### config.mk
export PLATFORM = sky130hd
export DESIGN_NAME = reg_move_sequencer
export DESIGN_NICKNAME = d
export VERILOG_FILES = /design/src/rtl/reg_move_sequencer.sv
export SDC_FILE = /design/constraint.sdc
export NUM_CORES = 1
export LEC_CHECK = 0
export CORE_MARGIN = 8
export CORE_UTILIZATION = 42
export CTS_CLUSTER_DIAMETER = 60
export CTS_CLUSTER_SIZE = 10
export DETAILED_ROUTE_END_ITERATION = 16
export PLACE_DENSITY = 0.67
export SYNTH_ARGS = -nofsm -noshare
export SYNTH_HDL_FRONTEND = slang
export SYNTH_SLANG_ARGS = --single-unit
### constraint.sdc
create_clock -name clk -period 2.7 [get_ports clk]
set_input_delay 0.27 -clock clk [delete_from_list [all_inputs] [get_ports clk]]
set_output_delay 0.27 -clock clk [all_outputs]
set_load 0.01 [all_outputs]
### src/rtl/reg_move_sequencer.sv
// rtl/reg_move_sequencer.sv - micro-op sequencer for MOV/MVI/XCHG on the 8-register bank
module reg_move_sequencer #(
    parameter int DATA_W = 8
) (
    input  logic              clk,
    input  logic              rst,
    input  logic              start,
    input  logic [7:0]        opcode,
    input  logic [7:0]        imm,
    input  logic [DATA_W-1:0] bank_dout,
    output logic [2:0]        rs,
    output logic              rd,
    output logic              wr,
    output logic              en,
    output logic [DATA_W-1:0] bus_out,
    output logic              busy,
    output logic              done,
    output logic              illegal
);

    typedef enum logic [1:0] {IDLE, EXEC, DONE} state_t;
    typedef enum logic [1:0] {K_MOV, K_MVI, K_XCHG, K_ILL} kind_t;

    // act: cycle touches the bank; wrt: write (else read); ts: temporary t1 (else t0)
    typedef struct packed {
        logic       act;
        logic       wrt;
        logic [2:0] r;
        logic       ts;
    } uop_t;

    localparam logic [2:0] R_D = 3'd2;
    localparam logic [2:0] R_E = 3'd3;
    localparam logic [2:0] R_H = 3'd4;
    localparam logic [2:0] R_L = 3'd5;

    state_t            state, state_n;
    kind_t             kind, kind_n, dec_kind;
    logic [2:0]        step, step_n, ddd, ddd_n, sss, sss_n;
    logic [DATA_W-1:0] t0, t1, t0_n, t1_n;
    logic              ready, accept, ill_n;
    uop_t              cur, nxt;

    function automatic kind_t decode(input logic [7:0] op);
        if (op == 8'h76)                             return K_ILL;
        else if (op[7:6] == 2'b01)                   return K_MOV;
        else if (op[7:6] == 2'b00 && op[2:0] == 3'b110) return K_MVI;
        else if (op == 8'hEB)                        return K_XCHG;
        else                                         return K_ILL;
    endfunction

    function automatic logic [2:0] last_step(input kind_t k);
        case (k)
            K_MOV:   return 3'd1;
            K_XCHG:  return 3'd7;
            default: return 3'd0;
        endcase
    endfunction

    function automatic uop_t uop_at(input kind_t k, input logic [2:0] s,
                                    input logic [2:0] d, input logic [2:0] src);
        uop_t u;
        u = '0;
        case (k)
            K_MOV:  u = (s == 3'd0) ? {1'b1, 1'b0, src, 1'b0} : {1'b1, 1'b1, d, 1'b0};
            K_MVI:  u = {1'b1, 1'b1, d, 1'b0};
            K_XCHG: begin
                case (s)
                    3'd0:    u = {1'b1, 1'b0, R_H, 1'b0};
                    3'd1:    u = {1'b1, 1'b0, R_D, 1'b1};
                    3'd2:    u = {1'b1, 1'b1, R_H, 1'b1};
                    3'd3:    u = {1'b1, 1'b1, R_D, 1'b0};
                    3'd4:    u = {1'b1, 1'b0, R_L, 1'b0};
                    3'd5:    u = {1'b1, 1'b0, R_E, 1'b1};
                    3'd6:    u = {1'b1, 1'b1, R_L, 1'b1};
                    default: u = {1'b1, 1'b1, R_E, 1'b0};
                endcase
            end
            default: u = '0;
        endcase
        return u;
    endfunction

    always_comb begin
        ready    = (state == IDLE) || (state == DONE);
        accept   = ready && start;
        dec_kind = decode(opcode);
        cur      = uop_at(kind, step, ddd, sss);

        // Next-temporary values are forwarded so a write right after a read sees fresh data
        t0_n = t0;
        t1_n = t1;
        if (accept && dec_kind == K_MVI)
            t0_n = imm;
        else if (state == EXEC && cur.act && !cur.wrt) begin
            if (cur.ts) t1_n = bank_dout;
            else        t0_n = bank_dout;
        end

        nxt     = '0;
        state_n = state;
        step_n  = step;
        kind_n  = kind;
        ddd_n   = ddd;
        sss_n   = sss;
        ill_n   = 1'b0;
        if (accept) begin
            kind_n = dec_kind;
            ddd_n  = opcode[5:3];
            sss_n  = opcode[2:0];
            step_n = 3'd0;
            if (dec_kind == K_ILL) begin
                state_n = DONE;
                ill_n   = 1'b1;
            end else begin
                state_n = EXEC;
                nxt     = uop_at(dec_kind, 3'd0, opcode[5:3], opcode[2:0]);
            end
        end else if (state == EXEC) begin
            if (step == last_step(kind)) begin
                state_n = DONE;
            end else begin
                step_n = step + 3'd1;
                nxt    = uop_at(kind, step + 3'd1, ddd, sss);
            end
        end else if (state == DONE) begin
            state_n = IDLE;
        end
    end

    always_ff @(posedge clk) begin
        if (rst) begin
            state   <= IDLE;
            kind    <= K_ILL;
            step    <= 3'd0;
            ddd     <= 3'd0;
            sss     <= 3'd0;
            t0      <= '0;
            t1      <= '0;
            rs      <= 3'd0;
            rd      <= 1'b0;
            wr      <= 1'b0;
            en      <= 1'b0;
            bus_out <= '0;
            busy    <= 1'b0;
            done    <= 1'b0;
            illegal <= 1'b0;
        end else begin
            state   <= state_n;
            kind    <= kind_n;
            step    <= step_n;
            ddd     <= ddd_n;
            sss     <= sss_n;
            t0      <= t0_n;
            t1      <= t1_n;
            rs      <= nxt.r;
            rd      <= nxt.act & ~nxt.wrt;
            wr      <= nxt.act & nxt.wrt;
            en      <= nxt.act;
            bus_out <= (nxt.act && nxt.wrt) ? (nxt.ts ? t1_n : t0_n) : '0;
            busy    <= (state_n == EXEC);
            done    <= (state_n == DONE);
            illegal <= ill_n;
        end
    end

endmodule
## Word level (Yosys, flattened, before mapping)

Cells that the tools add are included.

| cells by class | value |
|---|---|
| reductions and logical operators | 18 |
| equality and inequality tests | 26 |
| muxes and demuxes | 31 |
| add/subtract/negate cells | 1 |
| bitwise logic cells | 6 |

Operator list:

| kind | count |
|---|---|
| $pmux W5 S7 | 2 |
| $mux W8 | 7 |
| $pmux W6 S3 | 3 |
| $mux W6 | 4 |
| $eq A3 B3 Y1 const B | 7 |
| $mux W2 | 8 |
| $eq A3 B2 Y1 const B | 4 |
| $eq A2 B1 Y1 const B | 5 |
| $eq A2 B2 Y1 const B | 5 |
| $mux W5 | 2 |
| $eq A8 B7 Y1 const B | 1 |
| $eq A8 B8 Y1 const B | 1 |
| $logic_not A2 Y1 | 4 |
| $eq A3 B1 Y1 const B | 2 |
| $logic_and A1 B1 Y1 | 6 |
| $logic_not A3 Y1 | 2 |
| $mux W3 | 2 |
| $pmux W3 S2 | 1 |
| $reduce_or A2 Y1 | 3 |
| $not A1 Y1 | 4 |
| $add A3 B1 Y3 const B | 1 |
| $eq A3 B3 Y1 | 1 |
| $and A1 B1 Y1 | 2 |
| $mux W1 | 2 |
| 3 further kinds | 3 |

| word-level totals | value |
|---|---|
| output and inout bits | 17 |
| input port bits | 27 |
| register bits | 46 |

## Depth between registers and ports, before layout

Gate-level depths: netlist of the first run.

| logic depth | value |
|---|---|
| depth after elaboration | 12 |
| gate-level depth with buffers | 8 |

## Worst setup path before layout of the first run

Ideal clock, no wire load.

| path | value |
|---|---|
| path kind | register -> register |
| start | register step[0] |
| end | register bus_out[0] |
| stages on the path, launching flop included | 9 |
| slack | 557 ps |
| clock period less this slack | 2143 ps |
| setup time | 103 ps |
| data arrival time | 2040 ps |
| path through | dfxtp_1 inv_2 ha_1 xor2_1 nor3_1 nand4_2 and2_1 buf_6 a2111oi_2 |

| on the way | value |
|---|---|
| cells in the longest elaborated chain, start to end | 10 |

Ends and longest elaborated chain:

| element | RTL line | RTL |
|---|---|---|
| from (decl) | 39 | `logic [2:0] step, step_n, ddd, ddd_n, sss, sss_n;` |
| from (signal assigned) | 151 | `step <= step_n;` |
| $add A3 B1 Y3 | 124 | `nxt = uop_at(kind, step + 3'd1, ddd, sss);` |
| $eq A3 B3 Y1, or another cell as far along | 68 | `case (s)` |
| $pmux W5 S7 / $mux W5 (equally long branches) | 68, 65 |  |
| $pmux W6 S3 | 64 | `case (k)` |
| $mux W6 | 120 | `if (step == last_step(kind)) begin` |
| $mux W6 | 119 | `end else if (state == EXEC) begin` |
| $mux W6 | 107 | `if (accept) begin` |
| $logic_and A1 B1 Y1 | 160 | `bus_out <= (nxt.act && nxt.wrt) ? (nxt.ts ? t1_n : t0_n) : '0;` |
| $not A1 Y1 (no line) | -- |  |
| $reduce_or A2 Y1 (no line) | -- |  |
| to (signal assigned) | 160 |  |
| to (decl) | 15 | `output logic [DATA_W-1:0] bus_out,` |

Several ways; a longest one is shown, not always the timed one.
A chain may end at the register's enable or synchronous reset.

## Worst setup path after layout of the first run

| path | value |
|---|---|
| start | register step[1] |
| end | register bus_out[0] |

The elaborated chain is that of the path after synthesis.

==> summary.md, run 1 <==
| Metric | Value |
|---|---|
| Reg2Reg Depth | `7` |
| Reg power frac | `55.9%` |
| Mapped Cells | `238` |
| Area growth syn-to-layout | `24.6%` |
| # setup viols final | `0` |
| Setup CP Type | `register to register` |
| Initial antenna violation count | `0` |
| Worst R2R Setup Slack | `0.24 ns` |
| Drt total wl | `5700 um` |
| CTS clk-pin slew, worst paths | `0.08 ns` |
| Net Count, Synth | `273` |
| Yosys reg bits | `46` |
| Worst Hold Class | `register to register` |
| I/O pin count | `44` |
| Status | `completed` |
| Vias in the first global route | `1871` |
| Internal power | `0.951 mW` |
| Largest net degree at the start of global routing | `29` |
| Cts hold-fix bufs | `0` |
| Drt via density | `5.33` |
| Syn avg cell area | `9.79 um2` |
| Die X | `90.5 um` |
| Global-route wire length before repair | `9410 um` |
| Gr usage total | `14.2%` |
| Synth Cell Area | `0.00233 mm2` |
| WHS | `0.456 ns` |
| Combinational fraction of design power | `11.2%` |
| Synth warnings | `0` |
| Clk buf depth | `2` |
| Critical Path Fanout Max | `8` |
| Skew final | `0.0105 ns` |
| Slew @ Worst Pin | `0.544 ns` |
| Clk_lat worst skew | `0.30 ns` |
| Gpl congestion | `0.882` |
| Num Clock Sinks | `46` |
| Synth cell types | `55` |
| Placeable core region | `0.00544 mm2` |
| Wirelength per Cell | `16.0 um` |
| H-Tree Depth | `2` |
| Fin. max-slew vios | `0` |
| Post-CTS setup-driven buffer insertion count | `0` |
| Die area | `0.00819 mm2` |
| DP HPWL | `4120 um` |
| Std cell rows | `27` |
| Peak supply drop | `270 uV` |
| Max Clk Rate | `406 MHz` |
| CTS-repair resized insts | `0` |
| DR iter-0 viols | `108` |
| Final min period | `2.46 ns` |
| Asr flop ratio synth | `0%` |
| Hold Vio Cnt, Final | `0` |
| Top-area cell type share of the netlist area | `39.5%` |
| R2r endpoint | `bus_out[0]` |
| Total negative slack | `0 ns` |
| Switching share of power | `24.5%` |
| Crit path cell chain | `inv_1, ha_1, nor4bb_1, or3b_1, mux2_2, nor2_1, a2111oi_2` |
| Synth area leader | `dfxtp_1` |
| Clock buffer count from CTS | `5` |
| Leak | `1.20 nW` |
| Max Cap Viol | `0` |
| Total power draw | `1.26 mW` |
| RSZ-0062 raised after global routing | `no` |
| Worst R2R Start | `step[1]` |
| Post-synth EDFFs | `0` |
| Crit path capture type | `register` |
| Sink of the worst hold path | `sss[2]` |
| DR pass1 iterations | `4` |
| Finished Core Util | `53.4%` |
| CP arrival | `2.66 ns` |
| GR Overflow Total | `0` |
| Ant. Diodes | `0` |
| Post-synthesis sequential area ratio | `39.5%` |
| Chip height | `90.5 um` |
| Fin crit share | `91.1%` |
| CTS tree | `yes` |
| Share of layout cells above drive strength 1 | `13.7%` |
| Largest cells by area after synthesis | `dfxtp_1, mux2i_1, a2111oi_2` |
| CTS Root Cell | `clkbuf_8` |
| Pwr/cell area | `434 mW/mm2` |
| Nets | `318` |
| CP max stage cell | `or3b_1` |
| Required time worst endpoint | `2.90 ns` |
| Slew Limit Headroom | `63.7%` |
| Peak per-stage delay on the critical path | `0.60 ns` |
| Total vias in the final route | `1896` |
| P_sw | `0.309 mW` |
| Clk pwr share | `32.9%` |
| Worst hold stages | `2` |
| Initial Utilization | `42.9%` |
| Main synth FF type | `dfxtp_1` |
| Post-route ant nets | `0` |
| PortBufs | `43` |
| Type of origin of the critical path | `register` |
| DRC viols | `0` |
| Worst Hold Launch | `sss[2]` |
worst max-delay path by stage:
stage / start / end / slack [ns] / cells after the start
finish: step[1] / bus_out[0] / 0.24 / 7
CTS: step[1] / bus_out[0] / 0.26 / 7
global placement: step[1] / bus_out[0] / 0.35 / 7
detailed placement: step[1] / bus_out[0] / 0.26 / 7
floorplan: step[0] / bus_out[0] / 0.56 / 8
global route: step[1] / bus_out[0] / 0.09 / 7
sequential cells by signal, summed over array words and instances, names as in the netlist, 2 cells and up:
register and flops:
sss 3, ddd 3, kind 2, rs 3
t1 8, bus_out 8, t0 8, step 3
state 2
area by class of cell:
cell class / instances / area (um2)
Tap cell: 72 / 90.1
Timing Repair Buffer: 50 / 483
Multi-Input combinational cell: 172 / 1290
Fill cell: 499 / 2530
Inverter: 8 / 30.0
Sequential cell: 46 / 921
Clock inverter: 2 / 13.8
Clock buffer: 6 / 72.6
Yosys cell counts, types with 2 or more instances:
| cell type | count |
|---|---|
| o22ai_1 | 2 |
| nand2b_1 | 3 |
| buf_1 | 2 |
| nand3_1 | 3 |
| o21a_1 | 3 |
| nand4b_1 | 3 |
| a211oi_1 | 8 |
| nor2_1 | 26 |
| nor2b_1 | 10 |
| nand4_2 | 2 |
| mux2i_1 | 18 |
| o21ai_0 | 3 |
| inv_2 | 3 |
| xnor2_1 | 2 |
| clkbuf_1 | 2 |
| nand2_1 | 16 |
| ha_1 | 8 |
| buf_2 | 3 |
| inv_1 | 5 |
| a21oi_1 | 9 |
| and2_1 | 5 |
| a2111oi_2 | 8 |
| buf_6 | 5 |
| a221o_1 | 3 |
| nor3_1 | 8 |
| dfxtp_1 | 46 |
| or3_1 | 2 |
| mux2_2 | 3 |
power groups by stage:
stage | sequential (mW) | clock [mW] | combinational, mW
3_5_place_dp | 0.720 | 0 | 0.140
2_1_floorplan | 0.719 | 0 | 0.0666
4_1_cts | 0.704 | 0.424 | 0.141
5_1_grt | 0.706 | 0.464 | 0.152
3_3_place_gp | 0.720 | 0 | 0.140
6_report | 0.704 | 0.415 | 0.141
logic make-up after synthesis:
| kind of cell | synth area share, % |
|---|---|
| AOI/OAI and AO/OA | 18.1 |
| xor gates and xnor gates | 1.83 |
| adders and majority gates | 4.29 |
| buffers and inverters | 4.99 |
| DFF | 39.5 |
| muxes | 9.66 |
| and+or+nand+nor | 21.6 |
worst max-delay path, delay by kind of cell (launching register included):
kind,cells,cell delay (ns)
flops,1,0.37
compound gates,1,0.32
mux,1,0.33
fa+ha+maj,1,0.25
simple gates,3,0.90
buf+inv,1,0.19
per-layer routing:
layer | global-route usage (%) | vias up | share of wire (%)
met5 | 0 | - | 0
met4 | 4.16 | 0 | 0.81
met3 | 4.90 | 6 | 4.9
met2 | 22.7 | 45 | 47
met1 | 17.6 | 894 | 47
li1 | - | 951 | -
through the flow:
step	instance area [um2]	setup slack [ns]	instances
finish	2900	0.239	356
global placement	2820	0.347	348
global route	2900	0.0893	356
floorplan	2330	0.557	238
CTS	2900	0.255	356
detailed placement	2820	0.260	348
cells in the final DEF, fill, tap and decap left out, drive strengths merged, types with 4 or more instances in the layout:
cell type	instances
buf	7
dfxtp	46
nand2b	4
a211oi	8
inv	8
a2111oi	8
nor2b	10
mux2i	18
o21ai	4
clkbuf	6
and2	5
mux2	4
a21oi	9
nand2	16
ha	8
nor3	8
clkdlybuf4s50	43
nor2	27
(Power assumes the default switching activity.)
==> run 2, diff against run 1 <==
==> constraint.sdc (replaced) <==
create_clock -name clk -period 3 [get_ports clk]
set_input_delay 0.3 -clock clk [delete_from_list [all_inputs] [get_ports clk]]
set_output_delay 0.3 -clock clk [all_outputs]
set_load 0.1 [all_outputs]
==> run 2 against run 1 <==
Against the previous run:
- critical path depth is the same
- non-clock buffer count down 3
- largest power group unchanged
- wire length decreased by 2.2%
- count of clock-buffer cells in the layout down 1
- sequential power fell by 9.8%
- highest routed layer unchanged
==> summary.md, run 2 (same netlist as run 1, synthesis figures left out) <==
| Metric | Value |
|---|---|
| Clk pwr share | `32.9% (about the same)` |
| Status | `completed (unchanged)` |
| Gr usage total | `14.0% (was 14.2%)` |
| Peak per-stage delay on the critical path | `0.48 ns (was 0.60 ns)` |
| Chip height | `90.5 um (unchanged)` |
| Total vias in the final route | `1894 (was 1896)` |
| Std cell rows | `27 (unchanged)` |
| Hold Vio Cnt, Final | `0 (unchanged)` |
| Most frequent cells in the layout | `dfxtp_1, clkdlybuf4s50_1, nor2_1, mux2i_1, nand2_1 (unchanged)` |
| PortBufs | `43 (unchanged)` |
| CTS tree | `yes (unchanged)` |
| Required time worst endpoint | `3.21 ns (was 2.90 ns)` |
| Nets | `315 (was 318)` |
| Final Instance Count excl. Fillers | `353 (was 356)` |
| Final min period | `2.51 ns (was 2.46 ns)` |
| CTS-repair resized insts | `0 (unchanged)` |
| P_sw | `0.317 mW (was 0.309 mW)` |
| Fin crit share | `83.7% (was 91.1%)` |
| Drt total wl | `5580 um (was 5700 um)` |
| Reg power frac | `54.4% (was 55.9%)` |
| Crit path capture type | `register (unchanged)` |
| Vias in the first global route | `1931 (was 1871)` |
| Clk_lat worst skew | `0.30 ns (about the same)` |
| Die area | `0.00819 mm2 (unchanged)` |
| CTS Root Cell | `clkbuf_8 (unchanged)` |
| Global-route wire length before repair | `9620 um (was 9410 um)` |
| Switching share of power | `27.1% (was 24.5%)` |
| Type of origin of the critical path | `register (unchanged)` |
| Combinational fraction of design power | `12.8% (was 11.2%)` |
| H-Tree Depth | `2 (unchanged)` |
| Placeable core region | `0.00544 mm2 (unchanged)` |
| Worst Hold Class | `register to register (unchanged)` |
| CP arrival | `2.72 ns (was 2.66 ns)` |
| RSZ-0062 raised after global routing | `no (unchanged)` |
| Max Clk Rate | `398 MHz (was 406 MHz)` |
| Buf/Inv on CP | `1 (unchanged)` |
| Die X | `90.5 um (unchanged)` |
| Wirelength per Cell | `15.8 um (was 16.0 um)` |
| Skew final | `0.00501 ns (was 0.0105 ns)` |
| Cts hold-fix bufs | `0 (unchanged)` |
| # setup viols final | `0 (unchanged)` |
| Largest regs | `bus_out: 8 flops, t0: 8 flops, t1: 8 flops (unchanged)` |
| DRC viols | `0 (unchanged)` |
| Gpl congestion | `0.860 (was 0.882)` |
| Total negative slack | `0 ns (unchanged)` |
| Pwr/cell area | `407 mW/mm2 (was 434 mW/mm2)` |
| Max Cap Viol | `0 (unchanged)` |
| Clock buffer count from CTS | `5 (unchanged)` |
| Placement Cell Area | `0.00278 mm2 (was 0.00282 mm2)` |
| Clk buf depth | `2 (unchanged)` |
| Leak | `1.20 nW (about the same)` |
| Crit-path leading delay family | `simple AND/OR/NAND/NOR gates (unchanged)` |
| Setup CP Type | `register to register (unchanged)` |
| GR Overflow Total | `0 (unchanged)` |
| DR iter-0 viols | `155 (was 108)` |
| Crit path cell chain | `inv_2, ha_1, xor2_1, nor3_1, nand4_2, and2_1, a2111oi_2 (was inv_1, ha_1, nor4bb_1, or3b_1, mux2_2, nor2_1, a2111oi_2)` |
| DR pass1 iterations | `4 (unchanged)` |
| Fin. max-slew vios | `0 (unchanged)` |
| Initial antenna violation count | `0 (unchanged)` |
| CTS clk-pin slew, worst paths | `0.09 ns (was 0.08 ns)` |
| Largest net degree at the start of global routing | `20 (was 29)` |
| Internal power | `0.852 mW (was 0.951 mW)` |
| Ant. Diodes | `0 (unchanged)` |
| Post-CTS setup-driven buffer insertion count | `0 (unchanged)` |
| Peak supply drop | `236 uV (was 270 uV)` |
| Finished Cell Area | `0.00287 mm2 (was 0.00290 mm2)` |
| Total power draw | `1.17 mW (was 1.26 mW)` |
| Placed cell count | `345 (was 348)` |
| Initial Utilization | `42.9% (unchanged)` |
| CP max stage cell | `dfxtp_1 (was or3b_1)` |
| Worst R2R Setup Slack | `0.49 ns (was 0.24 ns)` |
| Slew @ Worst Pin | `0.974 ns (was 0.544 ns)` |
| Setup WS pre-CTS | `0.468 ns (was 0.260 ns)` |
| Post-route setup slack | `0.488 ns (was 0.239 ns)` |
| Num Clock Sinks | `46 (unchanged)` |
| Drt via density | `5.37 (was 5.33)` |
| Share of layout cells above drive strength 1 | `14.9% (was 13.7%)` |
| DP HPWL | `4130 um (was 4120 um)` |
| I/O pin count | `44 (unchanged)` |
| Most common cell after layout, fill and taps aside | `dfxtp_1 (unchanged)` |
| Critical Path Fanout Max | `9 (was 8)` |
| Area growth syn-to-layout | `23.2% (was 24.6%)` |
| Post-route ant nets | `0 (unchanged)` |
| Slew Limit Headroom | `34.9% (was 63.7%)` |
## run 2: power by group through the flow
stage	Sequential [mW]	Combinational, mW	Clock (mW)
after floorplan	0.676	0.0600	0
after global placement	0.650	0.149	0
after detailed placement	0.650	0.149	0
after CTS	0.635	0.150	0.396
after global routing	0.637	0.161	0.423
final	0.635	0.149	0.384
## run 2: metal layers
layer / global-route usage (%) / share of wire, %
met2: 22.2 / 45
met4: 3.74 / 0.72
met5: 0 / 0
met1: 18.0 / 48
met3: 3.99 / 5.8
## run 2: worst min-delay path: cells and delay by family, from the launching register on
family,cells,cell delay (ns)
flip-flops,1,0.32
AND/OR/NAND/NOR,1,0.05
AO/OA/AOI/OAI,1,0.05
## run 2: layout make-up
class	count	area, um2
clock buffer	5	68.8
timing repair buffer	47	448
inverter	8	30.0
clock inverter	3	21.3
tap	72	90.1
fill	519	2570
sequential	46	921
multi-input combinational	172	1290
## run 2: final timing paths
kind,from,endpoint,cells past startpoint
worst max register to register,step[0],bus_out[0],7
worst min register to register,ddd[1],ddd[1],2
worst min-delay path,ddd[1],ddd[1],2
worst max-delay path,step[0],bus_out[0],7
## run 2: through the flow
stage          util (%)  hold WS (ns)
6_report           52.8         0.461
5_1_grt            52.8         0.487
4_1_cts            52.8         0.462
3_5_place_dp       51.2         0.449
3_3_place_gp       51.2         0.443
2_1_floorplan         -         0.432
==> run 3, diff against run 2 <==
- clock period: 3 -> 2.5 ns (I/O delays scaled with it)
==> run 3 against run 2 <==
Against the previous run:
- highest routed layer unchanged
- die area stayed put
- maximum frequency rose by 8.4%
- flip-flop and latch count stayed put
- worst setup slack got worse by 0.30 ns
- global-route usage rose by 0.057 points
- cell area rose by 2.0%
- first-iteration DRC count fell by 58%
==> summary.md, run 3 (same netlist as run 1, synthesis figures left out) <==
| Metric | Value |
|---|---|
| Worst hold stages | `2 (unchanged)` |
| I/O pin count | `44 (unchanged)` |
| Required time worst endpoint | `2.70 ns (was 3.21 ns)` |
| H-Tree Depth | `2 (unchanged)` |
| Max Clk Rate | `432 MHz (was 398 MHz)` |
| Leak | `1.28 nW (was 1.20 nW)` |
| RSZ-0062 raised after global routing | `no (unchanged)` |
| Setup WS pre-CTS | `0.0389 ns (was 0.468 ns)` |
| Peak supply drop | `261 uV (was 236 uV)` |
| Status | `completed (unchanged)` |
| Drt total wl | `5690 um (was 5580 um)` |
| Total vias in the final route | `1906 (was 1894)` |
| Chip height | `90.5 um (unchanged)` |
| Die X | `90.5 um (unchanged)` |
| Initial Utilization | `42.9% (unchanged)` |
| CTS clk-pin slew, worst paths | `0.08 ns (was 0.09 ns)` |
| CP arrival | `2.51 ns (was 2.72 ns)` |
| DRC viols | `0 (unchanged)` |
| Final min period | `2.32 ns (was 2.51 ns)` |
| DP HPWL | `4280 um (was 4130 um)` |
| Clk buf depth | `2 (unchanged)` |
| Clock buffer count from CTS | `5 (unchanged)` |
| Fillers | `499 (was 519)` |
| Global-route wire length before repair | `9540 um (was 9620 um)` |
| Crit path capture type | `register (unchanged)` |
| CTS tree | `yes (unchanged)` |
| Setup CP Type | `register to register (unchanged)` |
| Total negative slack | `0 ns (unchanged)` |
| Hold Vio Cnt, Final | `0 (unchanged)` |
| R2r endpoint | `bus_out[0] (unchanged)` |
| Fin crit share | `92.7% (was 83.7%)` |
| Slew @ Worst Pin | `0.537 ns (was 0.974 ns)` |
| Cts hold-fix bufs | `0 (unchanged)` |
| Most common cell after layout, fill and taps aside | `dfxtp_1 (unchanged)` |
| Clk_lat worst skew | `0.30 ns (about the same)` |
| CTS-repair resized insts | `0 (unchanged)` |
| Slew Limit Headroom | `64.2% (was 34.9%)` |
| Area growth syn-to-layout | `25.8% (was 23.2%)` |
| Gr usage total | `14.1% (was 14.0%)` |
| Max Cap Viol | `0 (unchanged)` |
| Std cell rows | `27 (unchanged)` |
| Post-route setup slack | `0.183 ns (was 0.488 ns)` |
| CTS Root Cell | `clkbuf_8 (unchanged)` |
| Skew final | `0.0103 ns (was 0.00501 ns)` |
| Worst Hold Launch | `sss[1] (was ddd[1])` |
| Sink of the worst hold path | `sss[1] (was ddd[1])` |
| Post-CTS setup-driven buffer insertion count | `0 (unchanged)` |
| Nets | `324 (was 315)` |
| Num Clock Sinks | `46 (unchanged)` |
| Largest regs | `bus_out: 8 flops, t0: 8 flops, t1: 8 flops (unchanged)` |
| Die area | `0.00819 mm2 (unchanged)` |
| Wirelength per Cell | `15.7 um (was 15.8 um)` |
| Most frequent cells in the layout | `dfxtp_1, buf_4, nor2_1, clkdlybuf4s50_1, mux2i_1 (was dfxtp_1, clkdlybuf4s50_1, nor2_1, mux2i_1, nand2_1)` |
| Critical Path Fanout Max | `8 (was 9)` |
| Gpl congestion | `0.807 (was 0.860)` |
| Post-route ant nets | `0 (unchanged)` |
| Worst R2R Start | `step[0] (unchanged)` |
| Type of origin of the critical path | `register (unchanged)` |
| Fin. max-slew vios | `0 (unchanged)` |
| Largest net degree at the start of global routing | `17 (was 20)` |
| Pwr/cell area | `509 mW/mm2 (was 407 mW/mm2)` |
| Vias in the first global route | `1954 (was 1931)` |
| DR pass1 iterations | `4 (unchanged)` |
| Initial antenna violation count | `0 (unchanged)` |
| PortBufs | `43 (unchanged)` |
| Reg2Reg Depth | `7 (unchanged)` |
| Placeable core region | `0.00544 mm2 (unchanged)` |
| DR iter-0 viols | `65 (was 155)` |
| Drt via density | `5.27 (was 5.37)` |
| # setup viols final | `0 (unchanged)` |
| Worst Hold Class | `register to register (unchanged)` |
| Share of layout cells above drive strength 1 | `22.1% (was 14.9%)` |
| Ant. Diodes | `0 (unchanged)` |
| GR Overflow Total | `0 (unchanged)` |
| Worst R2R Setup Slack | `0.18 ns (was 0.49 ns)` |
-- run 3: power breakdown --
group	total [mW]	switching, mW	internal [mW]	leakage [nW]
sequential	0.761	0.0120	0.749	0.373
clock	0.545	0.250	0.294	0.0579
combinational	0.188	0.106	0.0813	0.850
total	1.49	0.369	1.12	1.28
-- run 3: critical path, cell delays in order (launching register included) --
cell and delay [ns]:
dfxtp_1 0.48, inv_2 0.12, ha_1 0.35, xor2_1 0.16, nor3_1 0.19, nand4_2 0.13
and2_1 0.36, a2111oi_2 0.42
-- run 3: how the worst max path moves through the flow --
| stage | end | cells past startpoint | from |
|---|---|---|---|
| after global placement | bus_out[0] | 7 | step[1] |
| final | bus_out[0] | 7 | step[0] |
| after CTS | bus_out[0] | 7 | step[0] |
| after detailed placement | bus_out[0] | 7 | step[0] |
| after global routing | bus_out[0] | 7 | step[0] |
| after floorplan | bus_out[0] | 8 | step[0] |
-- run 3: routing by layer --
layer	global-route usage (%)	vias up	share of wire [%]
met3	3.74	8	5.3
met2	22.5	46	46
met4	4.72	0	1.3
li1	-	962	-
met5	0	-	0
met1	17.7	890	47
-- run 3: stage by stage --
stage,power [mW],cell area (um2),hold WS (ns),std cells,utilization (%)
global placement,0.966,2820,0.440,354,51.9
global route,1.56,2930,0.483,362,53.9
finish,1.49,2930,0.460,362,53.9
detailed placement,0.966,2820,0.449,354,51.9
CTS,1.51,2930,0.460,362,53.9
floorplan,0.883,2330,0.386,238,-
-- run 3: layout make-up --
class	instances	area, um2	area share, %
clock buffer	5	68.8	2.35
clock inverter	3	40.0	1.37
inverter	8	30.0	1.02
multi-input combinational	172	1300	44.2
sequential	46	921	31.4
tap	72	90.1	3.07
timing repair buffer	56	485	16.6
